$ cat src/rtl/arc4_prga.sv
// ARC4 keystream generator: reads length and ciphertext, updates the S-box, writes plaintext.
// Latency: 4 cycles of setup plus 10 cycles per byte from accepting i_en back to idle.
// Backpressure: none; o_rdy is high only when idle, and i_en is ignored while busy.
module arc4_prga (
    input  logic       i_clk,
    input  logic       i_rst,
    input  logic       i_en,
    output logic       o_rdy,
    output logic [7:0] o_s_addr,
    input  logic [7:0] i_s_rddata,
    output logic [7:0] o_s_wrdata,
    output logic       o_s_wren,
    output logic [7:0] o_ct_addr,
    input  logic [7:0] i_ct_rddata,
    output logic [7:0] o_pt_addr,
    output logic [7:0] o_pt_wrdata,
    output logic       o_pt_wren
);

    typedef enum logic [3:0] {
        IDLE   = 4'd0,
        RD_LEN = 4'd1,
        WT_LEN = 4'd2,
        WR_LEN = 4'd3,
        RD_SI  = 4'd4,
        WT_SI  = 4'd5,
        RD_SJ  = 4'd6,
        WT_SJ  = 4'd7,
        WR_SI  = 4'd8,
        WR_SJ  = 4'd9,
        RD_PAD = 4'd10,
        WT_PAD = 4'd11,
        WR_PT  = 4'd12
    } state_t;

    state_t     r_state;
    logic [7:0] r_i;
    logic [7:0] r_j;
    logic [7:0] r_k;
    logic [7:0] r_len;
    logic [7:0] r_si;
    logic [7:0] r_sj;
    logic [7:0] r_ctk;
    logic       r_wt2;
    logic [7:0] r_s_addr;
    logic [7:0] r_s_wrdata;
    logic       r_s_wren;
    logic [7:0] r_ct_addr;
    logic [7:0] r_pt_addr;
    logic [7:0] r_pt_wrdata;
    logic       r_pt_wren;

    state_t     w_state;
    logic [7:0] w_i;
    logic [7:0] w_j;
    logic [7:0] w_k;
    logic [7:0] w_len;
    logic [7:0] w_si;
    logic [7:0] w_sj;
    logic [7:0] w_ctk;
    logic       w_wt2;
    logic [7:0] w_s_addr;
    logic [7:0] w_s_wrdata;
    logic       w_s_wren;
    logic [7:0] w_ct_addr;
    logic [7:0] w_pt_addr;
    logic [7:0] w_pt_wrdata;
    logic       w_pt_wren;
    logic [7:0] w_j_sum;
    logic [7:0] w_pad_idx;

    assign w_j_sum   = r_j + i_s_rddata;
    assign w_pad_idx = r_si + r_sj;

    // Next-state and next-output decode; write enables default low so they pulse for one cycle.
    always_comb begin
        w_state     = r_state;
        w_i         = r_i;
        w_j         = r_j;
        w_k         = r_k;
        w_len       = r_len;
        w_si        = r_si;
        w_sj        = r_sj;
        w_ctk       = r_ctk;
        w_wt2       = r_wt2;
        w_s_addr    = r_s_addr;
        w_s_wrdata  = r_s_wrdata;
        w_s_wren    = 1'b0;
        w_ct_addr   = r_ct_addr;
        w_pt_addr   = r_pt_addr;
        w_pt_wrdata = r_pt_wrdata;
        w_pt_wren   = 1'b0;
        case (r_state)
            IDLE: begin
                if (i_en) begin
                    w_i       = 8'd0;
                    w_j       = 8'd0;
                    w_k       = 8'd0;
                    w_ct_addr = 8'd0;
                    w_state   = RD_LEN;
                end
            end
            RD_LEN: w_state = WT_LEN;
            WT_LEN: begin
                w_len       = i_ct_rddata;
                w_pt_addr   = 8'd0;
                w_pt_wrdata = i_ct_rddata;
                w_pt_wren   = 1'b1;
                w_state     = WR_LEN;
            end
            WR_LEN: begin
                if (r_len == 8'd0) begin
                    w_state = IDLE;
                end else begin
                    w_k       = 8'd1;
                    w_i       = 8'd1;
                    w_s_addr  = 8'd1;
                    w_ct_addr = 8'd1;
                    w_state   = RD_SI;
                end
            end
            RD_SI: w_state = WT_SI;
            WT_SI: begin
                // j is advanced and its S-box read is issued straight from the returning S[i]
                w_si     = i_s_rddata;
                w_j      = w_j_sum;
                w_s_addr = w_j_sum;
                w_state  = RD_SJ;
            end
            RD_SJ: w_state = WT_SJ;
            WT_SJ: begin
                w_sj       = i_s_rddata;
                w_ctk      = i_ct_rddata;
                w_s_wren   = 1'b1;
                w_s_addr   = r_i;
                w_s_wrdata = i_s_rddata;
                w_state    = WR_SI;
            end
            WR_SI: begin
                w_s_wren   = 1'b1;
                w_s_addr   = r_j;
                w_s_wrdata = r_si;
                w_state    = WR_SJ;
            end
            WR_SJ: w_state = RD_PAD;
            RD_PAD: begin
                // pad address is issued here, so its data needs two wait cycles in WT_PAD
                w_s_addr = w_pad_idx;
                w_wt2    = 1'b0;
                w_state  = WT_PAD;
            end
            WT_PAD: begin
                if (!r_wt2) begin
                    w_wt2 = 1'b1;
                end else begin
                    w_pt_wren   = 1'b1;
                    w_pt_addr   = r_k;
                    w_pt_wrdata = i_s_rddata ^ r_ctk;
                    w_state     = WR_PT;
                end
            end
            WR_PT: begin
                // compare before incrementing so k and i never wrap when L is 255
                if (r_k == r_len) begin
                    w_state = IDLE;
                end else begin
                    w_k       = r_k + 8'd1;
                    w_i       = r_i + 8'd1;
                    w_s_addr  = r_i + 8'd1;
                    w_ct_addr = r_k + 8'd1;
                    w_state   = RD_SI;
                end
            end
            default: w_state = IDLE;
        endcase
    end

    // State and datapath registers; synchronous reset returns everything to idle zeros.
    always_ff @(posedge i_clk) begin
        if (i_rst) begin
            r_state     <= IDLE;
            r_i         <= 8'd0;
            r_j         <= 8'd0;
            r_k         <= 8'd0;
            r_len       <= 8'd0;
            r_si        <= 8'd0;
            r_sj        <= 8'd0;
            r_ctk       <= 8'd0;
            r_wt2       <= 1'b0;
            r_s_addr    <= 8'd0;
            r_s_wrdata  <= 8'd0;
            r_s_wren    <= 1'b0;
            r_ct_addr   <= 8'd0;
            r_pt_addr   <= 8'd0;
            r_pt_wrdata <= 8'd0;
            r_pt_wren   <= 1'b0;
        end else begin
            r_state     <= w_state;
            r_i         <= w_i;
            r_j         <= w_j;
            r_k         <= w_k;
            r_len       <= w_len;
            r_si        <= w_si;
            r_sj        <= w_sj;
            r_ctk       <= w_ctk;
            r_wt2       <= w_wt2;
            r_s_addr    <= w_s_addr;
            r_s_wrdata  <= w_s_wrdata;
            r_s_wren    <= w_s_wren;
            r_ct_addr   <= w_ct_addr;
            r_pt_addr   <= w_pt_addr;
            r_pt_wrdata <= w_pt_wrdata;
            r_pt_wren   <= w_pt_wren;
        end
    end

    assign o_rdy       = (r_state == IDLE);
    assign o_s_addr    = r_s_addr;
    assign o_s_wrdata  = r_s_wrdata;
    assign o_s_wren    = r_s_wren;
    assign o_ct_addr   = r_ct_addr;
    assign o_pt_addr   = r_pt_addr;
    assign o_pt_wrdata = r_pt_wrdata;
    assign o_pt_wren   = r_pt_wren;

endmodule

$ cat config.mk
export PLATFORM = sky130hd
export DESIGN_NAME = arc4_prga
export DESIGN_NICKNAME = d
export VERILOG_FILES = /design/src/rtl/arc4_prga.sv
export SDC_FILE = /design/constraint.sdc
export NUM_CORES = 1
export LEC_CHECK = 0
export BUFFER_PORTS_ARGS = -buffer_cell sky130_fd_sc_hd__buf_2
export CORE_ASPECT_RATIO = 1.25
export CORE_MARGIN = 3
export CORE_UTILIZATION = 35
export CTS_CLUSTER_SIZE = 20
export DETAILED_ROUTE_END_ITERATION = 6
export PLACE_DENSITY = 0.58
export RECOVER_POWER = 25
export SYNTH_ARGS = -nofsm -noshare
export SYNTH_HDL_FRONTEND = slang
export SYNTH_SLANG_ARGS = --single-unit
$ cat constraint.sdc
create_clock -name i_clk -period 2.61 [get_ports i_clk]
set_input_delay 0.522 -clock i_clk [delete_from_list [all_inputs] [get_ports i_clk]]
set_output_delay 0.522 -clock i_clk [all_outputs]
set_load 0.01 [all_outputs]
# == After elaboration in Yosys (flattened, before gate mapping) ==
# Cells that the tools add are included.
# totals
ff_bits,95
latch_bits,0
ram_bits,0
romBits,0
out_inout_bits,43
wordCells,73
mem_count,0
# classes
n_addsub,4
n_mul,0
div_mod_pow,0
magnitude_cmp,0
n_eq_ne,17
shifts,0
n_mux,22
bitwise,1
n_reduce_logical,14
# ops
op,n
case mux 8 bit (2 select lines),4
case mux 4 bit (13 select lines),1
two-way mux 8 bit,6
case mux 8 bit (3 select lines),2
case mux 8 bit (6 select lines),1
"equality test 4 bit, second input constant",5
"adder 8 x 1 -> 8 bit, second input constant",2
adder 8 bit,2
"equality test 4 x 3 -> 1 bit, second input constant",4
"equality test 4 x 2 -> 1 bit, second input constant",2
equality test 8 bit,1
logical NOT 8 bit,1
two-way mux 4 bit,2
"!= test 2 bit, second input constant",4
nonzero test 2 bit,4
XOR 8 bit,1
two-way mux 3 bit,2
AND reduction 2 bit,3
nonzero test 6 bit,1
"equality test 4 x 1 -> 1 bit, second input constant",1
logical NOT 4 bit,1
case mux 1 bit (2 select lines),2
AND reduction 4 bit,1
AND reduction 3 bit,1
other kinds (3),4

# == Logic depth before layout (Yosys ltp) ==
# Gate-level depths: netlist (run 1).
# depth
word_depth,3
mapped_depth,9
depth_no_buf,9

# == Worst setup path before layout (run 1) ==
# Ideal clock, no wire load.
# synth_path
kind,input to register
start,in i_s_rddata[0]
end,reg r_s_addr[6] (netlist: o_s_addr[6])
setup_ns,0.086
arrival_ns,2.066
required_ns,2.524
setup_slack_ns,0.458
stages,9
path_cell_list,ha_1 inv_1 fa_1 nor2b_1 o21a_1 o21a_1 or3_1 and3_1 a221oi_2
# synth_between
elab_chain_cells,2
# synth_rtl
element,line,source
from (decl),10,"input logic [7:0] i_s_rddata,"
adder 8 bit,72,assign w_j_sum = r_j + i_s_rddata;
case mux 8 bit (6 select lines),93,case (r_state)
to (signal assigned),207,r_s_addr <= w_s_addr;
to (decl),45,logic [7:0] r_s_addr;
# Every way passes these cells.
# A chain may end at the register's enable or synchronous reset.

# == Final worst setup path (run 1) ==
# layout_path
start,reg r_si[0]
end,reg r_s_addr[6] (netlist: o_s_addr[6])
# layout_between
elab_chain_cells,2
# layout_rtl
element,line,source
from (decl),41,logic [7:0] r_si;
from (signal assigned),203,r_si <= w_si;
adder 8 bit,73,assign w_pad_idx = r_si + r_sj;
case mux 8 bit (6 select lines),93,
# Every way passes these cells.

==> run metrics, run 1 <==
Post-synth ARST share 0%; CTS hold repair buffers 0; NetSw around 0.95 mW; WL per Instance about 17 um; FF+latch count, synth 95; Worst Path Arrival around 2500 ps; Mapped Nets between 600 and 700; n_diodes 0; Avg Cell Area, Syn roughly 8.0 um^2; first-pass GRT wire length ~23000 um; antenna violations before repair 0; all-layer global routing usage roughly a fifth; die width 111 um; Final GP Congestion approximately 0.86; Reg clk slew, reported paths 70 ps; Hold Fails Final Rpt 0; PostCTS Resize Cnt 0; placement-stage cell area approximately 5400 um^2; CTS Root Cell clkbuf_16; DRC errors left 0; max_slew headroom a little under three fifths; Worst setup EP type register; H-tree depth 3; Num CTS Buffers 9; Setup Fix Bufs, Post-CTS 0; post-layout power 3.36 mW; Worst Skew around 5.5 ps; CP startpoint kind register; CTS tree built; Synth area leader dfxtp_1; DR iter-0 viols roughly 230; Starting Density 36.2%; Mapped Area 4850 um^2; Die H between 100 and 150 um; Crit Path Max Fanout 3; Routed Antenna Nets 0; Sw Ratio 28.2%; final setup fails 0; vias in the first global route approximately 4400; final slew viol count 0; Ys Warns 0; Top FF cell, synth dfxtp_1; Yosys cell types a little over 60; Cell Int Power approximately 2.4 mW; synthesis-to-finish area growth 16.7%; setup TNS 0 ps; fin crit share around 90%; Slew @ Worst Pin around 630 ps; clock latency on the worst-skew pair between 300 and 400 ps; via count around 4600; drt pass-1 iters 5; CTS sink cnt 95; Post-DP HPWL approximately 10000 um; pwr/cell area 593 nW/um^2; EDFF count, synth 0; largest net degree at the start of global routing between 50 and 60; core area around 13000 um^2; Yosys top cell area share 39.2%; Reg power frac 45.8%; Clock Power Share between 40% and 50%; outcome complete, no violations; deepest clock path buffer count 2; # port buffers 61; Final min period roughly 2300 ps; most frequent cells in the layout 138 x nand2_1, 95 x dfxtp_1, 86 x a21oi_1; top cells by area, synth dfxtp_1 39%, nand2_1 11%, a21oi_1 8.9%, ha_1 4.1%, xor2_1 3.1%; Final nets 701; Hold WC Path Type in -> reg; die area ~15000 um^2; share of layout cells above drive strength 1 roughly 12%; design area roughly 5700 um^2; Max Cap Violations 0; peak supply drop roughly 0.30 mV; RSZ-0062 raised after global routing no; gr ovfl total 0; fmax between 400 and 500 MHz; most common cell after layout, fill and taps aside nand2_1; CP required approximately 2800 ps; I/O pin count slightly above 60; WS Path Type reg -> reg; Gate power share between 10% and 20%; Routed WL roughly 14000 um; P_leak around 2.1 nW; sequential-to-total area share from yosys stat ~39%; vias per inst around 5.4; row count 47; cell count after synthesis 603
## metrics by stage
stage | hold WS (ps) | util [%] | std cells | worst slack (ps)
after global placement | 440 | 40.3 | 824 | 209
after CTS | 434 | 42.5 | 840 | 326
final | 437 | 42.2 | 840 | 311
after global routing | 446 | 42.2 | 840 | 134
after floorplan | 440 | - | 603 | 458
after detailed placement | 441 | 40.3 | 824 | 184
## cells in the mapped netlist, types with 4 or more instances
cell      number
o211ai_1      13
buf_2         13
nor2_1        35
clkbuf_1      18
xor2_1        17
inv_1          8
nand2b_1       5
nand2_1      138
a21oi_1       86
xnor2_1       16
o21ai_0       12
ha_1          16
a21o_1         6
nor3_1         8
a211oi_1       5
nand3_1       19
a311oi_1       9
a31oi_1        8
or3_1          4
and3_1         7
dfxtp_1       95
mux2i_1        5
## power by group through the flow
stage	combinational, mW	clock, mW	sequential, mW
detailed placement	0.447	0	1.57
global route	0.490	1.45	1.54
floorplan	0.301	0	1.55
finish	0.442	1.38	1.54
CTS	0.449	1.40	1.54
global placement	0.443	0	1.57
## cell type report
| cell class | instances | area, um^2 |
|---|---|---|
| fillers | 1401 | 7750 |
| multi-input cells | 466 | 2760 |
| flip-flops and latches | 95 | 1900 |
| repair buffers | 84 | 448 |
| clock buffers | 10 | 239 |
| well taps | 171 | 214 |
| clock inverters | 6 | 67.6 |
| inverters | 8 | 30.0 |
## critical path, cell delays in order (launching register included)
cell      delay [ps]
dfxtp_1          330
ha_1             230
fa_1             430
a211oi_1         290
o21bai_1         110
a21oi_1          190
xnor2_1          110
a211oi_1         350
a221oi_2         110
## path summary, 6_finish.rpt
kind	from	endpoint	slack, ps	cells past startpoint
worst max-delay path	r_si[0]	o_s_addr[6]	310	8
worst min-delay path	i_ct_rddata[7]	r_ctk[7]	440	3
worst max register to register	r_si[0]	o_s_addr[6]	310	8
worst min register to register	o_pt_addr[6]	o_pt_addr[6]	450	2
## metal layers
metal	vias up	part of all wire [%]	GRT usage (%)
li1	2257	-	-
met1	2202	45	23.8
met2	97	51	33.6
met3	14	2.9	2.15
met4	0	1.3	6.29
met5	-	0	0
## sequential cells by signal, summed over array words and instances (netlist names)
register,flops
o_ct_addr,8
o_pt_addr,8
o_pt_wrdata,8
o_pt_wren,1
o_s_addr,8
o_s_wrdata,8
o_s_wren,1
r_ctk,8
r_i,8
r_j,8
r_len,8
r_si,8
r_sj,8
r_state,4
r_wt2,1
## kinds of logic after synthesis
kind of cell    synth area share [%]
flops                           39.2
compound gates                  22.5
xor+xnor                        5.96
fa+ha+maj                       4.95
buf+inv                         3.89
mux                             1.03
simple gates                    22.5
(Power assumes the default switching activity.)
==> inputs of run 2 (changes only) <==
--- a/config.mk
+++ b/config.mk
@@ -7,12 +7,13 @@
 export LEC_CHECK = 0
 export BUFFER_PORTS_ARGS = -buffer_cell sky130_fd_sc_hd__buf_2
 export CORE_ASPECT_RATIO = 1.25
-export CORE_MARGIN = 3
+export CORE_MARGIN = 5
 export CORE_UTILIZATION = 35
 export CTS_CLUSTER_SIZE = 20
 export DETAILED_ROUTE_END_ITERATION = 6
 export PLACE_DENSITY = 0.58
 export RECOVER_POWER = 25
+export REMOVE_ABC_BUFFERS = 1
 export SYNTH_ARGS = -nofsm -noshare
 export SYNTH_HDL_FRONTEND = slang
 export SYNTH_SLANG_ARGS = --single-unit
==> run metrics, run 2 (synthesis results as in run 1) <==
outcome complete, no violations; final non-filler cell total 847 (+0.83%); P_leak 2.08 nW (+1.3%); Setup WS pre-CTS 182 ps (-2.56 ps); Final GP Congestion 0.843 (-2.3%); RSZ-0062 raised after global routing no; via count 4514 (-1.2%); max_slew headroom 56.0% (-1.6 points); crit-path cells ha_1 -> fa_1 -> a211oi_1 -> o21bai_1 -> a21oi_1 -> xnor2_1 -> a211oi_1 -> a221oi_2; vias per inst 5.33 (-2.0%); Num CTS Buffers 9 (unchanged); RR Startpoint r_si[0]; fin crit share 87.5% (-0.54 points); placed cells 831 (+0.85%); die area 16300 um^2 (+6.6%); vias in the first global route 4445 (+1.2%); post-layout power 3.37 mW (+0.50%); fmax 438 MHz (+0.62%); Worst setup EP type register; most frequent CP cell a211oi_1; antenna violations before repair 0 (unchanged); CTS Root Cell clkbuf_16; r2r endpoint o_s_addr[6]; Slew @ Worst Pin 659 ps (+25.1 ps); Hold WC Path Type in -> reg; Routed WL 13800 um (-2.6%); row count 48 (+2.1%); Starting Density 35.4% (-0.75 points); most common cell after layout, fill and taps aside nand2_1; core area 13700 um^2 (+2.1%); deepest clock path buffer count 2 (unchanged); largest net degree at the start of global routing 53 (+3.9%); design area 5700 um^2 (+0.60%); Max Cap Violations 0 (unchanged); routing usage on met1 21.8% (-1.9 points); Worst Path Arrival 2480 ps (-20 ps); CTS sink cnt 95 (unchanged); first-pass GRT wire length 23100 um (+0.15%); Die H 142 um (+2.9%); Crit path largest cell delay 430 ps (about the same); gr ovfl total 0 (unchanged); n_diodes 0 (unchanged); final slew viol count 0 (unchanged); Crit Path Max Fanout 3 (unchanged); Hold Fails Final Rpt 0 (unchanged); CTS hold repair buffers 0 (unchanged); DRC errors left 0 (unchanged); R2R setup slack 330 ps (about the same); share of layout cells above drive strength 1 12.5% (+0.24 points); H-tree depth 3 (unchanged); Final min period 2280 ps (-14.1 ps); all-layer global routing usage 17.5% (-1.4 points); CTS tree built; M3 GR Usage 2.52% (+0.36 points); # port buffers 61 (unchanged); synthesis-to-finish area growth 17.4%; peak supply drop 0.337 mV (+13%); fin worst setup slack 325 ps (+14.1 ps); hold path depth 3 (unchanged); die width 115 um (+3.6%); Most Crowded Layer GR met2; Hold Path End r_ctk[0]; hold_sp i_ct_rddata[0]; met2 Usage GRT 30.9% (-2.7 points); final setup fails 0 (unchanged); Reg clk slew, reported paths 70 ps (about the same); I/O pin count 62 (unchanged); WS Path Type reg -> reg; Routed Antenna Nets 0 (unchanged); CP startpoint kind register; Setup Fix Bufs, Post-CTS 0 (unchanged); PostCTS Resize Cnt 0 (unchanged); DR iter-0 viols 241 (+6.2%); Final nets 704 (+0.43%); most frequent cells in the layout 138 x nand2_1, 95 x dfxtp_1, 86 x a21oi_1; WL per Instance 16.3 um (-3.4%); clock latency on the worst-skew pair 340 ps (about the same); setup TNS 0 ps (unchanged); Post-DP HPWL 10100 um (-2.6%); Worst Skew 7.64 ps (+2.18 ps); placement-stage cell area 5430 um^2 (+0.51%); critical path's slowest cell fa_1; CP required 2800 ps (about the same); drt pass-1 iters 4 (-1); pwr/cell area 592 nW/um^2 (-0.10%); Reg2Reg Depth 8 (unchanged)
## run 2: cell types whose count changed in the layout (fill, tap and decap cells not counted)
| cell | change |
|---|---|
| buf_4 | +3 |
| inv_6 | -1 |
| clkbuf_8 | -1 |
| clkinvlp_4 | -2 |
| bufinv_16 | +1 |
| clkbuf_1 | +1 |
| clkinv_2 | +2 |
## run 2: how the worst max path moves through the flow
stage	from	end	slack, ps	cells after the start
6_report	r_si[0]	o_s_addr[6]	330	8
5_1_grt	r_state[0]	o_pt_wrdata[3]	100	5
4_1_cts	r_si[0]	o_s_addr[6]	340	8
3_5_place_dp	i_s_rddata[0]	o_s_addr[6]	180	10
3_3_place_gp	i_s_rddata[0]	o_s_addr[6]	200	10
2_1_floorplan	r_state[1]	o_pt_wrdata[0]	120	5
## run 2: final cells by class
class / count / area, um^2
Sequential cell: 95 / 1900
Inverter: 8 / 30.0
Multi-Input combinational cell: 466 / 2760
Timing Repair Buffer: 87 / 470
Fill cell: 1428 / 8000
Tap cell: 175 / 219
Clock buffer: 10 / 229
Clock inverter: 6 / 83.8
## run 2: metrics by stage
step,util [%],hold WS [ps]
2_1_floorplan,-,434
3_3_place_gp,39.6,436
3_5_place_dp,39.6,442
4_1_cts,41.9,436
5_1_grt,41.6,452
6_report,41.6,447
## run 2: critical path, delay by kind of cell, from the launching register on
kind / cells / cell delay (ps)
xor+xnor: 1 / 100
compound gates: 5 / 1050
fa+ha+maj: 2 / 660
flops: 1 / 330
## run 2: routing by layer
metal / part of all wire [%] / up-vias / routed length, um
li1: - / 2267 / -
met1: 44 / 2153 / 6070
met2: 52 / 86 / 7160
met3: 3.5 / 8 / 484
met4: 0.77 / 0 / 106
met5: 0 / - / 0
## run 2: where the power goes
group | internal (mW) | total (mW) | leakage, nW | switching (mW)
logic | 0.142 | 0.434 | 1.16 | 0.292
registers | 1.49 | 1.53 | 0.767 | 0.0487
clock network | 0.839 | 1.41 | 0.157 | 0.566
==> inputs of run 3 (changes only) <==
--- a/config.mk
+++ b/config.mk
@@ -5,7 +5,7 @@
 export SDC_FILE = /design/constraint.sdc
 export NUM_CORES = 1
 export LEC_CHECK = 0
-export BUFFER_PORTS_ARGS = -buffer_cell sky130_fd_sc_hd__buf_2
+export BUFFER_PORTS_ARGS = -buffer_cell sky130_fd_sc_hd__buf_4
 export CORE_ASPECT_RATIO = 1.25
 export CORE_MARGIN = 5
 export CORE_UTILIZATION = 35
==> run metrics, run 3 (synthesis results as in run 1) <==
Hold Fails Final Rpt 0 (unchanged); most frequent cells in the layout 138 x nand2_1, 95 x dfxtp_1, 86 x a21oi_1; Crit path largest cell delay 430 ps (about the same); Setup Fix Bufs, Post-CTS 0 (unchanged); crit-path cells ha_1 -> fa_1 -> a211oi_1 -> o21bai_1 -> a21oi_1 -> xnor2_1 -> a211oi_1 -> a221oi_2; # port buffers 61 (unchanged); CTS tree built; Hold WC Path Type in -> reg; CP startpoint kind register; design area 5770 um^2 (+1.3%); largest net degree at the start of global routing 42 (-21%); Slew @ Worst Pin 642 ps (-17.3 ps); Final nets 703 (-0.14%); most frequent CP cell a211oi_1; WS Path Type reg -> reg; die area 16300 um^2 (unchanged); DRC errors left 0 (unchanged); core area 13700 um^2 (unchanged); P_leak 2.09 nW (+0.49%); final setup fails 0 (unchanged); Post-DP HPWL 10000 um (-0.36%); CTS hold repair buffers 0 (unchanged); critical path's top delay family compound AO/OA/AOI/OAI gates; CTS sink cnt 95 (unchanged); Max Cap Violations 0 (unchanged); I/O pin count 62 (unchanged); pwr/cell area 596 nW/um^2 (+0.67%); CP required 2880 ps (+80 ps); via count 4481 (-0.73%); critical path's slowest cell fa_1; Reg clk slew, reported paths 70 ps (about the same); fillcell total 1472 (+3.1%); Worst Skew 7.13 ps (-0.517 ps); DR iter-0 viols 200 (-17%); peak supply drop 0.280 mV (-17%); Routed WL 13600 um (-1.8%); Starting Density 35.4% (unchanged); antenna violations before repair 0 (unchanged); final slew viol count 0 (unchanged); total area of sequential cells 1900 um^2 (unchanged); outcome complete, no violations; vias in the first global route 4400 (-1.0%); fmax 442 MHz (+0.93%); first-pass GRT wire length 22200 um (-4.0%); setup TNS 0 ps (unchanged); RSZ-0062 raised after global routing no; share of layout cells above drive strength 1 12.5% (+0.019 points); Crit Path Max Fanout 3 (unchanged); most common cell after layout, fill and taps aside nand2_1; Worst setup EP type register; Final min period 2260 ps (-21.1 ps); Final GP Congestion 0.861 (+2.1%); die width 115 um (unchanged); gr ovfl total 0 (unchanged); clock latency on the worst-skew pair 350 ps (about the same); CTS Root Cell clkbuf_16; post-layout power 3.44 mW (+2.0%); deepest clock path buffer count 2 (unchanged); area of the multi-input gates 2760 um^2 (unchanged); PostCTS Resize Cnt 0 (unchanged); fin crit share 86.7% (-0.81 points); Routed Antenna Nets 0 (unchanged); H-tree depth 3 (unchanged); drt pass-1 iters 4 (unchanged); max_slew headroom 57.1% (+1.1 points); all-layer global routing usage 17.0% (-0.52 points); synthesis-to-finish area growth 18.9%; n_diodes 0 (unchanged); vias per inst 5.30 (-0.61%); CP Buf/Inv Count 0 (unchanged); Die H 142 um (unchanged); Num CTS Buffers 9 (unchanged); placement-stage cell area 5570 um^2 (+2.7%); final non-filler cell total 846 (-0.12%); row count 48 (unchanged); Worst Path Arrival 2530 ps (+50 ps); placed cells 830 (-0.12%); WL per Instance 16.1 um (-1.6%)
-- run 3: cell count changes in the layout (fill, tap and decap cells not counted) --
cell	change
buf_4	+26
clkinvlp_4	+1
buf_2	-27
clkbuf_1	-1
inv_6	+2
clkinv_2	-3
clkinv_4	+1
-- run 3: cell type report --
class                   count  area share [%]
well taps                 175            3.79
inverters                   8           0.520
clock buffers               9            3.90
repair buffers             86            9.19
multi-input cells         466            47.9
flip-flops and latches     95            33.0
clock inverters             7            1.78
-- run 3: stage by stage --
stage | setup WS [ps] | util, % | hold WS, ps
2_1_floorplan | 121 | - | 434
3_3_place_gp | 214 | 40.7 | 440
3_5_place_dp | 192 | 40.7 | 444
4_1_cts | 344 | 43.1 | 427
5_1_grt | 160 | 42.1 | 436
6_report | 346 | 42.1 | 438
-- run 3: worst register-to-register path, cell delays in order (launching register included) --
cell and delay [ps]:
dfxtp_1 330, ha_1 230, fa_1 430, a211oi_1 310, o21bai_1 130, a21oi_1 210, xnor2_1 160, a211oi_1 110
a221oi_2 280
-- run 3: report_power, final --
part / switching [mW] / leakage (nW) / internal (mW)
sequential: 0.0508 / 0.767 / 1.49
clock: 0.609 / 0.157 / 0.852
combinational: 0.286 / 1.17 / 0.158
total: 0.946 / 2.09 / 2.50
-- run 3: final timing paths --
check             slack, ps      startpoint  cells past startpoint             end
setup / recovery        350         r_si[0]                      8     o_s_addr[6]
hold / removal          440  i_ct_rddata[6]                      3        r_len[6]
setup reg to reg        350         r_si[0]                      8     o_s_addr[6]
hold reg to reg         450  o_pt_wrdata[0]                      2  o_pt_wrdata[0]
-- run 3: routing by layer --
layer	track usage, %	up-vias	wire length [um]
li1	-	2264	-
met1	20.7	2113	5940
met2	30.0	90	6930
met3	2.99	14	479
met4	5.38	0	228
met5	0	-	0
